$ cat src/rtl/nv_nvdla_cdma_wt_rd_req_gen_if.sv
// Handshake bundle between the weight read-request generator and its environment:
// command intake, request output toward the pipe stage, and response credit return.
interface nv_nvdla_cdma_wt_rd_req_gen_if;
  logic        cmd_valid;
  logic        cmd_ready;
  logic [63:0] cmd_addr;
  logic [19:0] cmd_atoms;
  logic        dma_rd_req_vld;
  logic        dma_rd_req_rdy;
  logic [78:0] dma_rd_req_pd;
  logic        rsp_atom_done;

  // Environment side: issues commands, accepts requests, returns credits
  modport master (
    output cmd_valid, cmd_addr, cmd_atoms, dma_rd_req_rdy, rsp_atom_done,
    input  cmd_ready, dma_rd_req_vld, dma_rd_req_pd
  );

  // Generator side
  modport slave (
    input  cmd_valid, cmd_addr, cmd_atoms, dma_rd_req_rdy, rsp_atom_done,
    output cmd_ready, dma_rd_req_vld, dma_rd_req_pd
  );
endinterface

$ cat src/rtl/nv_nvdla_cdma_wt_rd_req_gen.sv
// Weight-fetch read-request generator: splits one weight-load command into
// atom requests that never cross 4 KB and are gated by response-buffer credit.
module nv_nvdla_cdma_wt_rd_req_gen #(
  parameter int unsigned MAX_REQ_ATOMS = 8,
  parameter int unsigned BUF_ATOMS     = 256
) (
  input  logic                                nvdla_core_clk,
  input  logic                                nvdla_core_rst,
  nv_nvdla_cdma_wt_rd_req_gen_if.slave        rd_if,
  output logic                                busy,
  output logic                                cmd_done,
  output logic                                credit_err
);

  localparam int unsigned AW = 64;
  localparam int unsigned RW = 20;
  localparam int unsigned SW = 15;
  localparam int unsigned PW = AW + SW;
  localparam int unsigned OW = $clog2(BUF_ATOMS + 1);

  typedef enum logic [1:0] {
    ST_IDLE,
    ST_REQ,
    ST_WAIT
  } state_t;

  state_t        state;
  logic [AW-1:0] addr;
  logic [RW-1:0] remaining;
  logic [OW-1:0] outstanding;

  logic          cmd_hs_c;
  logic          req_hs_c;
  logic          rsp_dec_c;
  logic          err_c;
  logic          credit_ok_c;
  logic [RW-1:0] cur_chunk_c;
  logic [RW-1:0] base_rem_c;
  logic [RW-1:0] bnd_c;
  logic [RW-1:0] chunk_c;
  logic [AW-1:0] base_addr_c;
  logic [OW-1:0] out_nxt_c;
  logic          unused_addr_lsb_c;

  // Next request candidate: derived from the command in IDLE, else from the post-handshake position
  always_comb begin
    cmd_hs_c    = rd_if.cmd_valid & rd_if.cmd_ready;
    req_hs_c    = rd_if.dma_rd_req_vld & rd_if.dma_rd_req_rdy;
    cur_chunk_c = RW'(rd_if.dma_rd_req_pd[PW-1:AW]) + RW'(1);
    base_addr_c = addr;
    base_rem_c  = remaining;
    if (state == ST_IDLE) begin
      base_addr_c = {rd_if.cmd_addr[AW-1:5], 5'b0};
      base_rem_c  = rd_if.cmd_atoms;
    end else if (req_hs_c) begin
      base_addr_c = addr + (AW'(cur_chunk_c) << 5);
      base_rem_c  = remaining - cur_chunk_c;
    end

    // Atoms left in the current 4 KB page is always 1..128
    bnd_c   = RW'(8'd128 - {1'b0, base_addr_c[11:5]});
    chunk_c = base_rem_c;
    if (chunk_c > RW'(MAX_REQ_ATOMS)) chunk_c = RW'(MAX_REQ_ATOMS);
    if (chunk_c > bnd_c)              chunk_c = bnd_c;

    // Handshake and response in the same cycle are both applied
    rsp_dec_c   = rd_if.rsp_atom_done & (outstanding != '0);
    err_c       = rd_if.rsp_atom_done & (outstanding == '0);
    out_nxt_c   = outstanding + (req_hs_c ? OW'(cur_chunk_c) : OW'(0)) - OW'(rsp_dec_c);
    credit_ok_c = (32'(BUF_ATOMS) - 32'(out_nxt_c)) >= 32'(chunk_c);
  end

  assign unused_addr_lsb_c = ^rd_if.cmd_addr[4:0];

  // Control FSM with registered outputs; a held request is never re-evaluated
  always_ff @(posedge nvdla_core_clk or posedge nvdla_core_rst) begin
    if (nvdla_core_rst) begin
      state                <= ST_IDLE;
      addr                 <= '0;
      remaining            <= '0;
      outstanding          <= '0;
      rd_if.cmd_ready      <= 1'b1;
      rd_if.dma_rd_req_vld <= 1'b0;
      rd_if.dma_rd_req_pd  <= '0;
      busy                 <= 1'b0;
      cmd_done             <= 1'b0;
      credit_err           <= 1'b0;
    end else begin
      outstanding <= out_nxt_c;
      cmd_done    <= 1'b0;
      if (err_c) credit_err <= 1'b1;

      case (state)
        ST_IDLE: begin
          if (cmd_hs_c) begin
            if (rd_if.cmd_atoms == '0) begin
              cmd_done <= 1'b1;
            end else begin
              state                <= ST_REQ;
              rd_if.cmd_ready      <= 1'b0;
              busy                 <= 1'b1;
              addr                 <= base_addr_c;
              remaining            <= base_rem_c;
              rd_if.dma_rd_req_vld <= credit_ok_c;
              rd_if.dma_rd_req_pd  <= {SW'(chunk_c - RW'(1)), base_addr_c};
            end
          end
        end

        ST_REQ: begin
          if (!rd_if.dma_rd_req_vld || rd_if.dma_rd_req_rdy) begin
            addr      <= base_addr_c;
            remaining <= base_rem_c;
            if (base_rem_c == '0) begin
              state                <= ST_WAIT;
              rd_if.dma_rd_req_vld <= 1'b0;
            end else begin
              rd_if.dma_rd_req_vld <= credit_ok_c;
              if (credit_ok_c) rd_if.dma_rd_req_pd <= {SW'(chunk_c - RW'(1)), base_addr_c};
            end
          end
        end

        ST_WAIT: begin
          if (outstanding == '0) begin
            state           <= ST_IDLE;
            rd_if.cmd_ready <= 1'b1;
            busy            <= 1'b0;
            cmd_done        <= 1'b1;
          end
        end

        default: state <= ST_IDLE;
      endcase
    end
  end

endmodule
$ cat src/flat_wrapper.sv
// flat-port wrapper written by rule: the top's interface ports become plain ports
module nv_nvdla_cdma_wt_rd_req_gen_flat 
#(
  parameter int unsigned MAX_REQ_ATOMS = 8,
  parameter int unsigned BUF_ATOMS     = 256
)
  (nvdla_core_clk, nvdla_core_rst, busy, cmd_done, credit_err, rd_if_cmd_valid, rd_if_cmd_addr, rd_if_cmd_atoms, rd_if_dma_rd_req_rdy, rd_if_rsp_atom_done, rd_if_cmd_ready, rd_if_dma_rd_req_vld, rd_if_dma_rd_req_pd);
  nv_nvdla_cdma_wt_rd_req_gen_if rd_if_i ();
  input  logic nvdla_core_clk;
  input  logic nvdla_core_rst;
  output logic busy;
  output logic cmd_done;
  output logic credit_err;
  input wire logic [$bits(rd_if_i.cmd_valid)-1:0] rd_if_cmd_valid;
  input wire logic [$bits(rd_if_i.cmd_addr)-1:0] rd_if_cmd_addr;
  input wire logic [$bits(rd_if_i.cmd_atoms)-1:0] rd_if_cmd_atoms;
  input wire logic [$bits(rd_if_i.dma_rd_req_rdy)-1:0] rd_if_dma_rd_req_rdy;
  input wire logic [$bits(rd_if_i.rsp_atom_done)-1:0] rd_if_rsp_atom_done;
  output wire logic [$bits(rd_if_i.cmd_ready)-1:0] rd_if_cmd_ready;
  output wire logic [$bits(rd_if_i.dma_rd_req_vld)-1:0] rd_if_dma_rd_req_vld;
  output wire logic [$bits(rd_if_i.dma_rd_req_pd)-1:0] rd_if_dma_rd_req_pd;
  assign rd_if_i.cmd_valid = rd_if_cmd_valid;
  assign rd_if_i.cmd_addr = rd_if_cmd_addr;
  assign rd_if_i.cmd_atoms = rd_if_cmd_atoms;
  assign rd_if_i.dma_rd_req_rdy = rd_if_dma_rd_req_rdy;
  assign rd_if_i.rsp_atom_done = rd_if_rsp_atom_done;
  assign rd_if_cmd_ready = rd_if_i.cmd_ready;
  assign rd_if_dma_rd_req_vld = rd_if_i.dma_rd_req_vld;
  assign rd_if_dma_rd_req_pd = rd_if_i.dma_rd_req_pd;
  nv_nvdla_cdma_wt_rd_req_gen #(.MAX_REQ_ATOMS(MAX_REQ_ATOMS), .BUF_ATOMS(BUF_ATOMS)) u_core (.nvdla_core_clk(nvdla_core_clk), .nvdla_core_rst(nvdla_core_rst), .rd_if(rd_if_i), .busy(busy), .cmd_done(cmd_done), .credit_err(credit_err));
endmodule
$ cat config.mk
export PLATFORM = sky130hd
export DESIGN_NAME = nv_nvdla_cdma_wt_rd_req_gen_flat
export DESIGN_NICKNAME = d
export VERILOG_FILES = /design/src/rtl/nv_nvdla_cdma_wt_rd_req_gen_if.sv /design/src/rtl/nv_nvdla_cdma_wt_rd_req_gen.sv /design/src/flat_wrapper.sv
export SDC_FILE = /design/constraint.sdc
export NUM_CORES = 1
export LEC_CHECK = 0
export CORE_MARGIN = 1
export CORE_UTILIZATION = 45
export CTS_CLUSTER_DIAMETER = 200
export DETAILED_ROUTE_END_ITERATION = 7
export GPL_ROUTABILITY_DRIVEN = 0
export GPL_TIMING_DRIVEN = 0
export PLACE_DENSITY = 0.73
export SYNTH_ARGS = -nofsm -noshare
export SYNTH_HDL_FRONTEND = slang
export SYNTH_SLANG_ARGS = --single-unit
export TNS_END_PERCENT = 10
$ cat constraint.sdc
create_clock -name nvdla_core_clk -period 9.9 [get_ports nvdla_core_clk]
set_input_delay 1.485 -clock nvdla_core_clk [delete_from_list [all_inputs] [get_ports nvdla_core_clk]]
set_output_delay 1.485 -clock nvdla_core_clk [all_outputs]
set_load 0.005 [all_outputs]
==> impl_metrics.yaml <==
floorplan:
  ios: 173
  dieArea_mm2: 0.0292
  die_w_um: 171
  die_h_um: 171
  rows: 61
  start_util_pct: 45.9
  core_area_mm2: 0.0279
clocking:
  hold_buffers: 0
  tritoncts: "done"
  cts_sinks: 179
  cts_buffers: 17
  h-tree-depth: 4
  clkSlewWorstSetupHoldPaths_ns: 0.07
  clock_latency_ns: 0.46
  cts_buffer_depth: 2
  clockRootBuffer: "clkbuf_16"
synthesis:
  synthesis.area_mm2: 0.0128
  seq_area_frac_synth_pct: 34.9
  synth_cell_types: 77
  synth-main-ff-cell: "dfrtp_1"
  yosys_warnings: 0
  post_synth.cell_area_avg_um2: 8.77
  syn-instance-count: 1462
  async_flop_share_pct: 100
  ys_seq_elements: 179
  synth_edf_count: 0
global_route:
  grt_max_degree: 109
  grt_pass1_wl_mm: 66.2
  antenna_found_initial: 0
  gr-total-overflow: 0
  grt_pass1_vias: 12000
  grt_util_all_layers_pct: 29.7
sta:
  rsz0062_at_grt: "false"
  fin_setup_tns_ns: 0
  period_needed_ns: 9.13
  clock.fmax_ghz: 0.110
  whs_ns: 0.462
  worstMarginPinSlew_ns: 1.01
  finalCritPeriodShare_pct: 92.2
  maxSlewHeadroom_pct: 32.4
  fin_skew_ns: 0.0159
  finalHoldViolCount: 0
  finalSetupViolCount: 0
  slew_viol_final: 0
layout:
  syn2layout_area_growth_pct: 23.0
  final_common_cell: "dfrtp_1"
  final_cell_mix: "dfrtp_1, clkdlybuf4s50_1, nand2_1"
  fill_cells: 2542
  multi_input_area_mm2: 0.00776
  antenna_cells: 0
  drive_gt1_share_pct: 7.97
  seq_area_mm2: 0.00448
  fin_nets: 1839
drt:
  drc: 2
  ant_nets: 0
  wl_per_cell_um: 20.8
  routed_wl_mm: 42.8
  avgViaCountPerCell: 6.07
  drtIter0Drc: 1449
  drtPass1Iterations: 8
  vias: 12500
worst_setup_path:
  cp_max_fo: 10
  path_common_cell: "ha_1"
  worst-r2r-cell-count: 40
  cp_top_family: "compound AO/OA/AOI/OAI gates"
  endpoint_kind: "register"
  setup.worst_path.start: "u_core.rd_if.dma_rd_req_pd[64]"
  cp.arrival_ns: 9.47
  path_class: "reg -> reg"
  slowest_delay_ns: 0.48
  regToRegStartpoint: "u_core.rd_if.dma_rd_req_pd[64]"
  crit_slowest_cell: "dfrtp_1"
  crit_cells: 40
  cp.required_ns: 10.23
  start_kind: "register"
  critPathBufInv: 8
  crit_end: "u_core.rd_if.dma_rd_req_pd[67]"
  reg2reg_slack_ns: 0.77
  reg2reg_to: "u_core.rd_if.dma_rd_req_pd[67]"
placed_design:
  dp_hpwl_mm: 32.3
  io_buffers: 167
run_status:
  outcome: "finished with violations"
  violations: "DRC"
min_path:
  hp-class: "reg -> reg"
job:
  drv_cap: 0
-- cells in the mapped netlist (all sizes together), types with 5 or more instances --
| library cell | number | area [µm²] |
|---|---|---|
| dfrtp | 178 | 4450 |
| nand2 | 158 | 593 |
| a21oi | 115 | 579 |
| o21ai | 108 | 544 |
| nor2 | 89 | 334 |
| inv | 82 | 308 |
| ha | 79 | 988 |
| xnor2 | 57 | 499 |
| clkbuf | 55 | 209 |
| mux2 | 49 | 627 |
| o211ai | 40 | 300 |
| xor2 | 39 | 342 |
| nand3 | 30 | 150 |
| nand4 | 30 | 188 |
| nor3 | 28 | 140 |
| a211oi | 26 | 195 |
| mux2i | 26 | 260 |
| a21o | 25 | 188 |
| and3 | 23 | 144 |
| buf | 23 | 143 |
| o22ai | 14 | 87.6 |
| a31oi | 12 | 75.1 |
| and2 | 12 | 75.1 |
| and4 | 11 | 98.8 |
| nand2b | 11 | 68.8 |
| o21a | 10 | 75.1 |
| nor4 | 9 | 71.3 |
| o31ai | 9 | 72.6 |
| or2 | 8 | 50.1 |
| or3 | 7 | 43.8 |
| a211o | 6 | 52.6 |
| nor2b | 6 | 37.5 |
| o22a | 6 | 52.6 |
| a2111oi | 5 | 63.8 |
| a31o | 5 | 43.8 |
| nand3b | 5 | 37.5 |
-- repair_timing --
action | 4_1_cts | 5_1_grt
hold endpoints to repair | 0 | 0
buffers inserted | 1 | 3
setup endpoints to repair | 33 | 80
resized for setup | 1 | 8
pin swaps | 1 | 1
-- sequential cells by signal (all words and copies together), names as in the netlist --
| name | count |
|---|---|
| u_core.busy | 1 |
| u_core.outstanding | 9 |
| u_core.rd_if.cmd_ready | 1 |
| u_core.remaining | 20 |
| u_core.cmd_done | 1 |
| u_core.rd_if.dma_rd_req_pd | 79 |
| u_core.addr | 64 |
| u_core.credit_err | 1 |
| u_core.rd_if.dma_rd_req_vld | 1 |
| u_core.state | 2 |
-- cells by family after synthesis --
family	synth area share [%]
and+or+nand+nor	16.5
AOI/OAI and AO/OA	21.7
adders and majority gates	8.18
DFF	34.9
muxes	6.92
other	0.0586
buffers and inverters	5.14
xor gates and xnor gates	6.56
-- final cells by class --
type / instances / share of cell area [%]
flip-flops and latches: 179 / 28.4
plain buffers: 78 / 2.24
clock buffers: 17 / 2.70
clock inverters: 15 / 1.47
multi-input cells: 1137 / 49.2
well taps: 378 / 3.00
inverters: 82 / 2.00
repair buffers: 173 / 11.0
-- stage by stage --
stage               util, %  std cells  setup slack, ns  instance area, µm²
finish                 56.5       2059            0.768               15800
global route           56.5       2059         0.000417               15800
floorplan                 -       1476             2.00               12900
detailed placement     53.9       2023           -0.239               15100
global placement       53.8       2021          -0.0575               15000
CTS                    56.3       2056            0.243               15700
-- worst min-delay path by stage --
stage	cells past startpoint	slack, ns	to	from
after global routing	1	0.49	u_core.credit_err	u_core.credit_err
after floorplan	1	0.45	u_core.credit_err	u_core.credit_err
after CTS	1	0.47	u_core.credit_err	u_core.credit_err
after detailed placement	1	0.45	u_core.credit_err	u_core.credit_err
final	1	0.46	u_core.credit_err	u_core.credit_err
after global placement	1	0.44	u_core.credit_err	u_core.credit_err
-- per-layer routing --
layer / track usage (%) / part of all wire, % / up-vias
li1: - / - / 5693
met1: 40.2 / 41 / 5952
met2: 45.8 / 44 / 705
met3: 5.18 / 9.4 / 140
met4: 14.9 / 4.8 / 0
met5: 0 / 0 / -
Power is left out: the tool's default activity adds up to more than one toggle a clock period on the data nets, which glitch-free logic cannot reach.
